[src/rtl/tile_reg_file_pkg.sv]
// Shared constants, register index map and byte-merge helper for the tile layer register file.
package tile_reg_file_pkg;

  localparam int unsigned NUM_TILE_LAYERS             = 4;
  localparam int unsigned NUM_TILE_REGISTERS          = 8;
  localparam int unsigned REG_DATA_WIDTH              = 16;
  localparam int unsigned ADDR_WIDTH                  = 5;
  localparam int unsigned NUM_TILE_SLOTS              = NUM_TILE_LAYERS * NUM_TILE_REGISTERS;
  localparam int unsigned NUM_REG_BITS_PER_TILE_LAYER = NUM_TILE_REGISTERS * REG_DATA_WIDTH;
  localparam int unsigned NUM_TOTAL_TILE_REG_BITS     = NUM_TILE_LAYERS * NUM_REG_BITS_PER_TILE_LAYER;

  typedef enum logic [2:0] {
    TileCtrl0      = 3'd0,
    TileCtrl1      = 3'd1,
    TileDataOffset = 3'd2,
    TileNopValue   = 3'd3,
    TileColorKey   = 3'd4,
    TileOffsetX    = 3'd5,
    TileOffsetY    = 3'd6,
    TileReserved   = 3'd7
  } tile_reg_e;

  // Per-byte merge; a clear be bit keeps the old byte.
  function automatic logic [REG_DATA_WIDTH-1:0] byte_merge(
    input logic [REG_DATA_WIDTH-1:0] old_val,
    input logic [REG_DATA_WIDTH-1:0] new_val,
    input logic [1:0]                be
  );
    logic [REG_DATA_WIDTH-1:0] res;
    res[15:8] = be[1] ? new_val[15:8] : old_val[15:8];
    res[7:0]  = be[0] ? new_val[7:0]  : old_val[7:0];
    return res;
  endfunction

endpackage

[src/rtl/tile_reg_file_if.sv]
// CPU bus port of the tile register file: strobes, byte enables, address and data.
interface tile_reg_file_if;
  import tile_reg_file_pkg::*;

  logic                      en;
  logic                      rd;
  logic                      wr;
  logic [1:0]                be;
  logic [ADDR_WIDTH-1:0]     addr;
  logic [REG_DATA_WIDTH-1:0] data_in;
  logic [REG_DATA_WIDTH-1:0] data_out;

  modport master (
    output en, rd, wr, be, addr, data_in,
    input  data_out
  );

  modport slave (
    input  en, rd, wr, be, addr, data_in,
    output data_out
  );
endinterface

[src/rtl/tile_reg_cell.sv]
// One double-buffered tile register: pending bank written by the CPU, active bank loaded on commit.
module tile_reg_cell
  import tile_reg_file_pkg::*;
(
  input  logic                      clk,
  input  logic                      reset,
  input  logic                      i_wr,
  input  logic [1:0]                i_be,
  input  logic [REG_DATA_WIDTH-1:0] i_data,
  input  logic                      i_commit,
  input  logic                      i_immediate,
  output logic [REG_DATA_WIDTH-1:0] o_pending,
  output logic [REG_DATA_WIDTH-1:0] o_active
);

  logic [REG_DATA_WIDTH-1:0] r_pending;
  logic [REG_DATA_WIDTH-1:0] r_active;

  always_ff @(posedge clk or posedge reset) begin
    if (reset) begin
      r_pending <= '0;
      r_active  <= '0;
    end else begin
      if (i_wr) begin
        r_pending <= byte_merge(r_pending, i_data, i_be);
      end
      // Commit snapshots pre-write pending; an immediate write is merged on top of it.
      if (i_commit) begin
        if (i_wr && i_immediate) begin
          r_active <= byte_merge(r_pending, i_data, i_be);
        end else begin
          r_active <= r_pending;
        end
      end else if (i_wr && i_immediate) begin
        r_active <= byte_merge(r_active, i_data, i_be);
      end
    end
  end

  assign o_pending = r_pending;
  assign o_active  = r_active;

endmodule

[src/rtl/tile_reg_file.sv]
// Tile layer register file: address decode, registered read mux, dirty flag and packed export.
module tile_reg_file
  import tile_reg_file_pkg::*;
(
  input  logic                               clk,
  input  logic                               reset,
  tile_reg_file_if.slave                     io_bus,
  input  logic                               i_commit,
  input  logic                               i_immediate,
  output logic                               o_dirty,
  output logic [NUM_TOTAL_TILE_REG_BITS-1:0] o_reg_values
);

  logic                      w_wr;
  logic                      w_rd;
  logic                      w_slot_ok;
  logic                      w_buffered_wr;
  logic [REG_DATA_WIDTH-1:0] w_pending [NUM_TILE_SLOTS];
  logic [REG_DATA_WIDTH-1:0] w_active  [NUM_TILE_SLOTS];
  logic                      r_dirty;
  logic [REG_DATA_WIDTH-1:0] r_data_out;

  assign w_wr          = io_bus.en & io_bus.wr;
  assign w_rd          = io_bus.en & io_bus.rd & ~io_bus.wr;
  assign w_slot_ok     = (io_bus.addr[2:0] != TileReserved);
  assign w_buffered_wr = w_wr & w_slot_ok & ~i_immediate;

  for (genvar gi = 0; gi < NUM_TILE_SLOTS; gi++) begin : g_slot
    if ((gi % NUM_TILE_REGISTERS) == int'(TileReserved)) begin : g_rsvd
      assign w_pending[gi] = '0;
      assign w_active[gi]  = '0;
    end else begin : g_cell
      tile_reg_cell u_cell (
        .clk         (clk),
        .reset       (reset),
        .i_wr        (w_wr && (io_bus.addr == ADDR_WIDTH'(gi))),
        .i_be        (io_bus.be),
        .i_data      (io_bus.data_in),
        .i_commit    (i_commit),
        .i_immediate (i_immediate),
        .o_pending   (w_pending[gi]),
        .o_active    (w_active[gi])
      );
    end
    assign o_reg_values[gi*REG_DATA_WIDTH +: REG_DATA_WIDTH] = w_active[gi];
  end

  // Commit clears dirty unless a buffered write lands in the same cycle.
  always_ff @(posedge clk or posedge reset) begin
    if (reset) begin
      r_dirty <= 1'b0;
    end else if (i_commit) begin
      r_dirty <= w_buffered_wr;
    end else if (w_buffered_wr) begin
      r_dirty <= 1'b1;
    end
  end

  always_ff @(posedge clk or posedge reset) begin
    if (reset) begin
      r_data_out <= '0;
    end else if (w_rd) begin
      r_data_out <= w_pending[io_bus.addr];
    end
  end

  assign o_dirty         = r_dirty;
  assign io_bus.data_out = r_data_out;

endmodule

[src/flat_wrapper.sv]
// flat-port wrapper written by rule: the top's interface ports become plain ports
module tile_reg_file_flat import tile_reg_file_pkg::*;
  (clk, reset, i_commit, i_immediate, o_dirty, o_reg_values, io_bus_en, io_bus_rd, io_bus_wr, io_bus_be, io_bus_addr, io_bus_data_in, io_bus_data_out);
  tile_reg_file_if io_bus_i ();
  input  logic clk;
  input  logic reset;
  input  logic i_commit;
  input  logic i_immediate;
  output logic o_dirty;
  output logic [NUM_TOTAL_TILE_REG_BITS-1:0] o_reg_values;
  input wire logic [$bits(io_bus_i.en)-1:0] io_bus_en;
  input wire logic [$bits(io_bus_i.rd)-1:0] io_bus_rd;
  input wire logic [$bits(io_bus_i.wr)-1:0] io_bus_wr;
  input wire logic [$bits(io_bus_i.be)-1:0] io_bus_be;
  input wire logic [$bits(io_bus_i.addr)-1:0] io_bus_addr;
  input wire logic [$bits(io_bus_i.data_in)-1:0] io_bus_data_in;
  output wire logic [$bits(io_bus_i.data_out)-1:0] io_bus_data_out;
  assign io_bus_i.en = io_bus_en;
  assign io_bus_i.rd = io_bus_rd;
  assign io_bus_i.wr = io_bus_wr;
  assign io_bus_i.be = io_bus_be;
  assign io_bus_i.addr = io_bus_addr;
  assign io_bus_i.data_in = io_bus_data_in;
  assign io_bus_data_out = io_bus_i.data_out;
  tile_reg_file u_core (.clk(clk), .reset(reset), .io_bus(io_bus_i), .i_commit(i_commit), .i_immediate(i_immediate), .o_dirty(o_dirty), .o_reg_values(o_reg_values));
endmodule
[config.mk]
export PLATFORM = sky130hd
export DESIGN_NAME = tile_reg_file_flat
export DESIGN_NICKNAME = d
export VERILOG_FILES = /design/src/rtl/tile_reg_file_pkg.sv /design/src/rtl/tile_reg_file_if.sv /design/src/rtl/tile_reg_cell.sv /design/src/rtl/tile_reg_file.sv /design/src/flat_wrapper.sv
export SDC_FILE = /design/constraint.sdc
export NUM_CORES = 2
export LEC_CHECK = 0
export CAP_MARGIN = 20
export CORE_MARGIN = 5
export CORE_UTILIZATION = 45
export DETAILED_ROUTE_END_ITERATION = 7
export PLACE_DENSITY_LB_ADDON = 0.1
export SYNTH_ARGS = -nofsm -noshare
export SYNTH_HDL_FRONTEND = slang
export SYNTH_HIERARCHICAL = 1
export SYNTH_SLANG_ARGS = --single-unit
[constraint.sdc]
create_clock -name clk -period 2 [get_ports clk]
set_clock_uncertainty 0.05 [all_clocks]
set_input_delay 0.4 -clock clk [delete_from_list [all_inputs] [get_ports clk]]
set_output_delay 0.4 -clock clk [all_outputs]
set_load 0.01 [all_outputs]
### Word-level counts from Yosys, hierarchy flattened

Cells that the tools add are included.

* $lt $le $gt $ge: 1
* equality and inequality tests: 28
* muxes and demuxes: 147
* bitwise gates (word level): 8
* reductions and logical operators: 144

Operators with widths (number)
* $mux 16: 86
* $mux 8: 58
* $reduce_and 2->1: 56
* $bmux 16 s5: 1
* $eq 5x5->1 const B: 14
* $reduce_bool 2->1: 31
* $logic_and 1x1->1: 56
* $eq 5x4->1 const B: 7
* $eq 5x3->1 const B: 3
* $eq 5x2->1 const B: 2
* $ge 6x6->1 const B: 1
* $not 5->6: 1
* $and 1x1->1: 5
* $eq 5x1->1 const B: 1
* $logic_not 5->1: 1
* $ne 3x3->1 const B: 1
* $mux 1: 2
* $not 1->1: 2

* register bits after elaboration: 913
* bits of input ports: 30
* output and inout bits: 529
* logic and storage cells: 414

### Longest topological paths before layout

* word-level depth: 5
* depth in mapped cells: 12
* mapped depth without buffers: 6

### By module

The synthesis kept the hierarchy.

By module, submodules not included
* tile_reg_cell: instances 28, cells an instance 111, area each 1569.0 um2, sequential area each 800.8 um2
* tile_reg_file: instances 1, cells an instance 575, area each 5176.2 um2, sequential area each 425.4 um2

### Worst setup path after synthesis

No wires, ideal clock.

* path kind: input to register
* start: input io_bus_addr[1]
* end: register u_core.g_slot[21].g_cell.u_cell.r_pending[0]
* library setup time: 125 ps
* arrival: 2266 ps
* required time: 1825 ps
* slack: -441 ps
* cell stages on the path: 11
* path buffers: 6
* cell sequence: buf_4 buf_4 buf_4 buf_2 clkbuf_1 nor2_1 nand3_1 nor2_1 buf_6 nand2_8 mux2_4

* longest elaborated chain between the ends: 2

Ends and longest elaborated chain
* from (decl): RTL line flat_wrapper.sv:15 `input wire logic [$bits(io_bus_i.addr)-1:0] io_bus_addr;`
* $eq 5x5->1: RTL line tile_reg_file.sv:36 `.i_wr (w_wr && (io_bus.addr == ADDR_WIDTH'(gi))),`
* $logic_and 1x1->1: RTL line tile_reg_file.sv:36
* to (signal assigned): RTL line tile_reg_cell.sv:25 `r_pending <= byte_merge(r_pending, i_data, i_be);`
* to (decl): RTL line tile_reg_cell.sv:16 `logic [REG_DATA_WIDTH-1:0] r_pending;`

Every way passes these cells.
A chain may end at the register's enable or synchronous reset.

### Final worst setup path

* start: register u_core.g_slot[10].g_cell.u_cell.r_pending[14]
* end: register u_core.r_data_out[14] (netlist: u_core/io_bus.data_out[14])

* longest elaborated chain between the ends: 3

Ends and longest elaborated chain
* from (decl): RTL line tile_reg_cell.sv:16
* from (signal assigned): RTL line tile_reg_cell.sv:25
* $bmux 16 s5: RTL line tile_reg_file.sv:63 `r_data_out <= w_pending[io_bus.addr];`
* $mux 16 (implied by the code) (2 in series): RTL line tile_reg_file.sv:63
* to (signal assigned): RTL line tile_reg_file.sv:63
* to (decl): RTL line tile_reg_file.sv:21 `logic [REG_DATA_WIDTH-1:0] r_data_out;`

Every way passes these cells. The select of a mux whose other input is x is not followed.

==> impl_metrics.py <==
metrics = {
    "yosys": {
        "synth_edf_count": 0,
        "yosysTopAreaCellShare": 0.4652,
        "syn_area_per_cell_um2": 13.33,
        "synthFlopType": "dfrtp_1",
        "synth_area_um2": 49110,
        "synthDistinctLibCells": 62,
        "synthTopCellsByCount": "913 x dfrtp_1, 482 x mux2i_1, 449 x nand4_1",
        "ys_warn_count": 6,
        "ys_seq_area_frac": 0.4652,
        "async_reset_ff_frac": 1.000,
        "synth_top_area_cell": "dfrtp_1",
        "synth.area.top_cells": "dfrtp_1 47%, mux2_4 14%, mux2i_1 9.8%",
        "netlist_instances": 3683,
        "yosysMostFrequentCell": "dfrtp_1",
        "synth-seq-cells": 913,
    },
    "placement": {
        "gp_congestion": 0.9322,
        "placed_area_um2": 58790,
        "numPortBuffers": 494,
        "dp_hpwl_mm": 134.1,
        "place_ws_ns": -0.7158,
    },
    "power": {
        "cellPowerDensity_nw_per_um2": 822.5,
        "clock_power_share": 0.400,
        "report.power.total_w": 0.05108,
        "p_seq_frac": 0.434,
        "irDropWorstVdd_mv": 0.6243,
        "p_leak_nw": 31.69,
        "netSwitchingFraction": 0.2871,
        "switching_power_w": 0.01466,
        "internal-power_w": 0.03642,
        "combPwrFrac": 0.167,
    },
    "sta": {
        "fin_crit_ns": 2.018,
        "clock.fmax_ghz": 0.4956,
        "setup-violations-final": 1,
        "period_share": 1.009,
        "worstMarginPinSlew_ns": 0.7673,
        "hold_viol_final": 0,
        "drv_slew": 0,
        "finalWorstSetupSlack_ns": -0.01772,
        "relSlewSlack": 0.4885,
        "rsz0062_at_grt": "yes",
        "holdWs_ns": 0.07005,
    },
    "routing": {
        "vias": 36426,
        "drt-pass1-iter-count": 7,
        "drt-total-wl_mm": 187.4,
        "postRouteAntennaNets": 0,
        "drc": 0,
        "drt_iter0_drc": 3343,
        "routedWlPerCell_um": 31.11,
        "viasPerCell": 6.048,
    },
    "clock_tree": {
        "ctsLongestPathBuffers": 3,
        "cts_sinks": 913,
        "htreeDepth": 3,
        "cts_tree": "done",
        "clk_pin_slew_ns": 0.06,
        "root_buffer": "clkbuf_16",
        "clock_latency_ns": 0.70,
        "cts-buffers-inserted": 104,
    },
    "grt": {
        "grt_max_degree": 58,
        "grt_pass1_vias": 37170,
        "antenna_found_initial": 10,
        "grtUsageTotal": 0.3152,
        "overflow": 0,
        "grt_pass1_wl_mm": 271.2,
    },
    "cells_and_area": {
        "postLayoutCellArea_um2": 62110,
        "syn_to_final_growth_pct": 26.47,
        "num-nets-final": 4547,
        "drive_gt1_frac": 0.3862,
        "fillers": 9249,
    },
    "floorplan": {
        "core_um2": 108700,
        "io_pins": 559,
        "rows": 121,
        "start_util": 0.4518,
        "fp.dieH_um": 340.3,
        "die_w_um": 340.3,
        "die-area_um2": 115800,
    },
    "hold_path": {
        "hp-class": "in2reg",
    },
    "flow_run": {
        "drv_cap": 0,
    },
    "status": {
        "status": "complete, but fails checks",
        "violations": "negative setup slack",
    },
    "worst_setup_path": {
        "path_delay_family": "multiplexers",
        "worst_ep_required_time_ns": 2.51,
        "reg2reg_depth": 6,
        "r2r-start": "u_core/g_slot[10].g_cell.u_cell/o_pending[14]",
        "cp.arrival_ns": 2.53,
        "cp-end-kind": "flop",
        "path_cells": "mux4_2 -> mux2i_1 -> buf_4 -> nor2_4 -> nor4_4 -> nor3_1",
        "crit_slowest_cell": "mux4_2",
        "cpPeakStageDelay_ns": 0.55,
        "cp-endpoint": "u_core/io_bus.data_out[14]",
        "crit_start": "u_core/g_slot[10].g_cell.u_cell/o_pending[14]",
        "rr_endpoint": "u_core/io_bus.data_out[14]",
        "cp_max_fo": 2,
        "critPathKind": "reg2reg",
        "crit_cells": 6,
        "startpoint_type": "flop",
        "r2r_setup_slack_ns": -0.02,
        "critPathBufInv": 1,
    },
}
-- sequential cells by signal, summed over array words and instances, names as in the netlist --
register,cells
u_core/g_slot.g_cell.u_cell/o_active,448
u_core/o_dirty,1
u_core/io_bus.data_out,16
u_core/g_slot.g_cell.u_cell/o_pending,448
-- through the flow --
| stage | instances | util | TNS [ns] |
|---|---|---|---|
| finish | 6023 | 0.5714 | -0.01772 |
| global route | 6015 | 0.5712 | -0.1011 |
| CTS | 6014 | 0.5707 | 0 |
| detailed placement | 5813 | 0.5408 | -482.03 |
| global placement | 5813 | 0.5408 | -482.87 |
| floorplan | 3746 | - | -36.66 |
-- worst reg2reg max path, delay by kind of cell (launching register included) --
kind	cells	cell delay, ns
muxes	2	0.76
and+or+nand+nor	3	0.45
DFF	1	0.43
buffers and inverters	1	0.19
-- kinds of logic (layout without fill, tap and decap cells) --
family / Yosys count / in the layout / synth area share
AO/OA/AOI/OAI: 593 / 593 / 0.09009
buffers and inverters: 436 / 1291 / 0.07022
flip-flops: 913 / 913 / 0.4652
multiplexers: 1026 / 1026 / 0.2722
other: 1 / 72 / 0.00007636
AND/OR/NAND/NOR: 714 / 714 / 0.1022
-- how the worst min path moves through the flow --
stage	startpoint	end	slack, ns	depth (start not counted)
2_1_floorplan	reset	u_core/io_bus.data_out[0]	0.28	1
3_3_place_gp	u_core/g_slot[26].g_cell.u_cell/o_pending[11]	u_core/g_slot[26].g_cell.u_cell/o_pending[11]	0.47	1
3_5_place_dp	u_core/g_slot[28].g_cell.u_cell/o_pending[3]	u_core/g_slot[28].g_cell.u_cell/o_pending[3]	0.48	1
4_1_cts	io_bus_data_in[11]	u_core/g_slot[26].g_cell.u_cell/o_active[11]	0.03	3
5_1_grt	io_bus_data_in[11]	u_core/g_slot[26].g_cell.u_cell/o_active[11]	0.06	3
6_report	io_bus_data_in[11]	u_core/g_slot[26].g_cell.u_cell/o_active[11]	0.07	3
-- power groups by stage --
stage	combinational (W)	sequential, W	clock, W
2_1_floorplan	0.00433	0.0218	0
3_3_place_gp	0.00897	0.0224	0
3_5_place_dp	0.00907	0.0224	0
4_1_cts	0.00848	0.0221	0.0207
5_1_grt	0.00902	0.0222	0.0214
6_report	0.00852	0.0222	0.0204
-- timing repair --
action                                  CTS  global route
setup buffers                             9             1
gates resized for setup                 521            15
hold buffers                              3             0
endpoints found under the setup margin  470            20
pin swaps                                 3             1
hold endpoints to repair                  4             0
-- final cells by class --
cell class              instances  area [um2]  area share
multi-input cells            2397       23310      0.3753
flip-flops and latches        913       22900      0.3687
repair buffers               1068       10350      0.1667
clock buffers                 152        3084     0.04966
well taps                    1414        1769     0.02849
clock inverters                38       550.5    0.008864
inverters                      33       123.9    0.001994
diodes                          8       20.02   0.0003223
-- layout by cell type (no fill, tap or decap), types with 54 or more instances in the layout --
cell / netlist / routed
nand2_8: 56 / 56
dlygate4sd2_1: 0 / 462
clkbuf_16: 0 / 105
buf_4: 102 / 441
o21ai_1: 144 / 145
nand4_1: 449 / 449
o21ai_2: 308 / 308
buf_12: 0 / 138
conb_1: 1 / 64
mux4_2: 64 / 64
and3_1: 57 / 54
dfrtp_1: 913 / 870
mux2_4: 448 / 449
mux2i_1: 482 / 480
-- layer usage --
metal  vias up  track usage  wire length, um
met4         6      0.08140             5216
met1     19062       0.4529            83150
met3       284      0.06971            13950
met5         -            0               28
li1      15531            -                -
met2      1543       0.4865            85030
No activity file was read; power rests on OpenSTA's default activity.
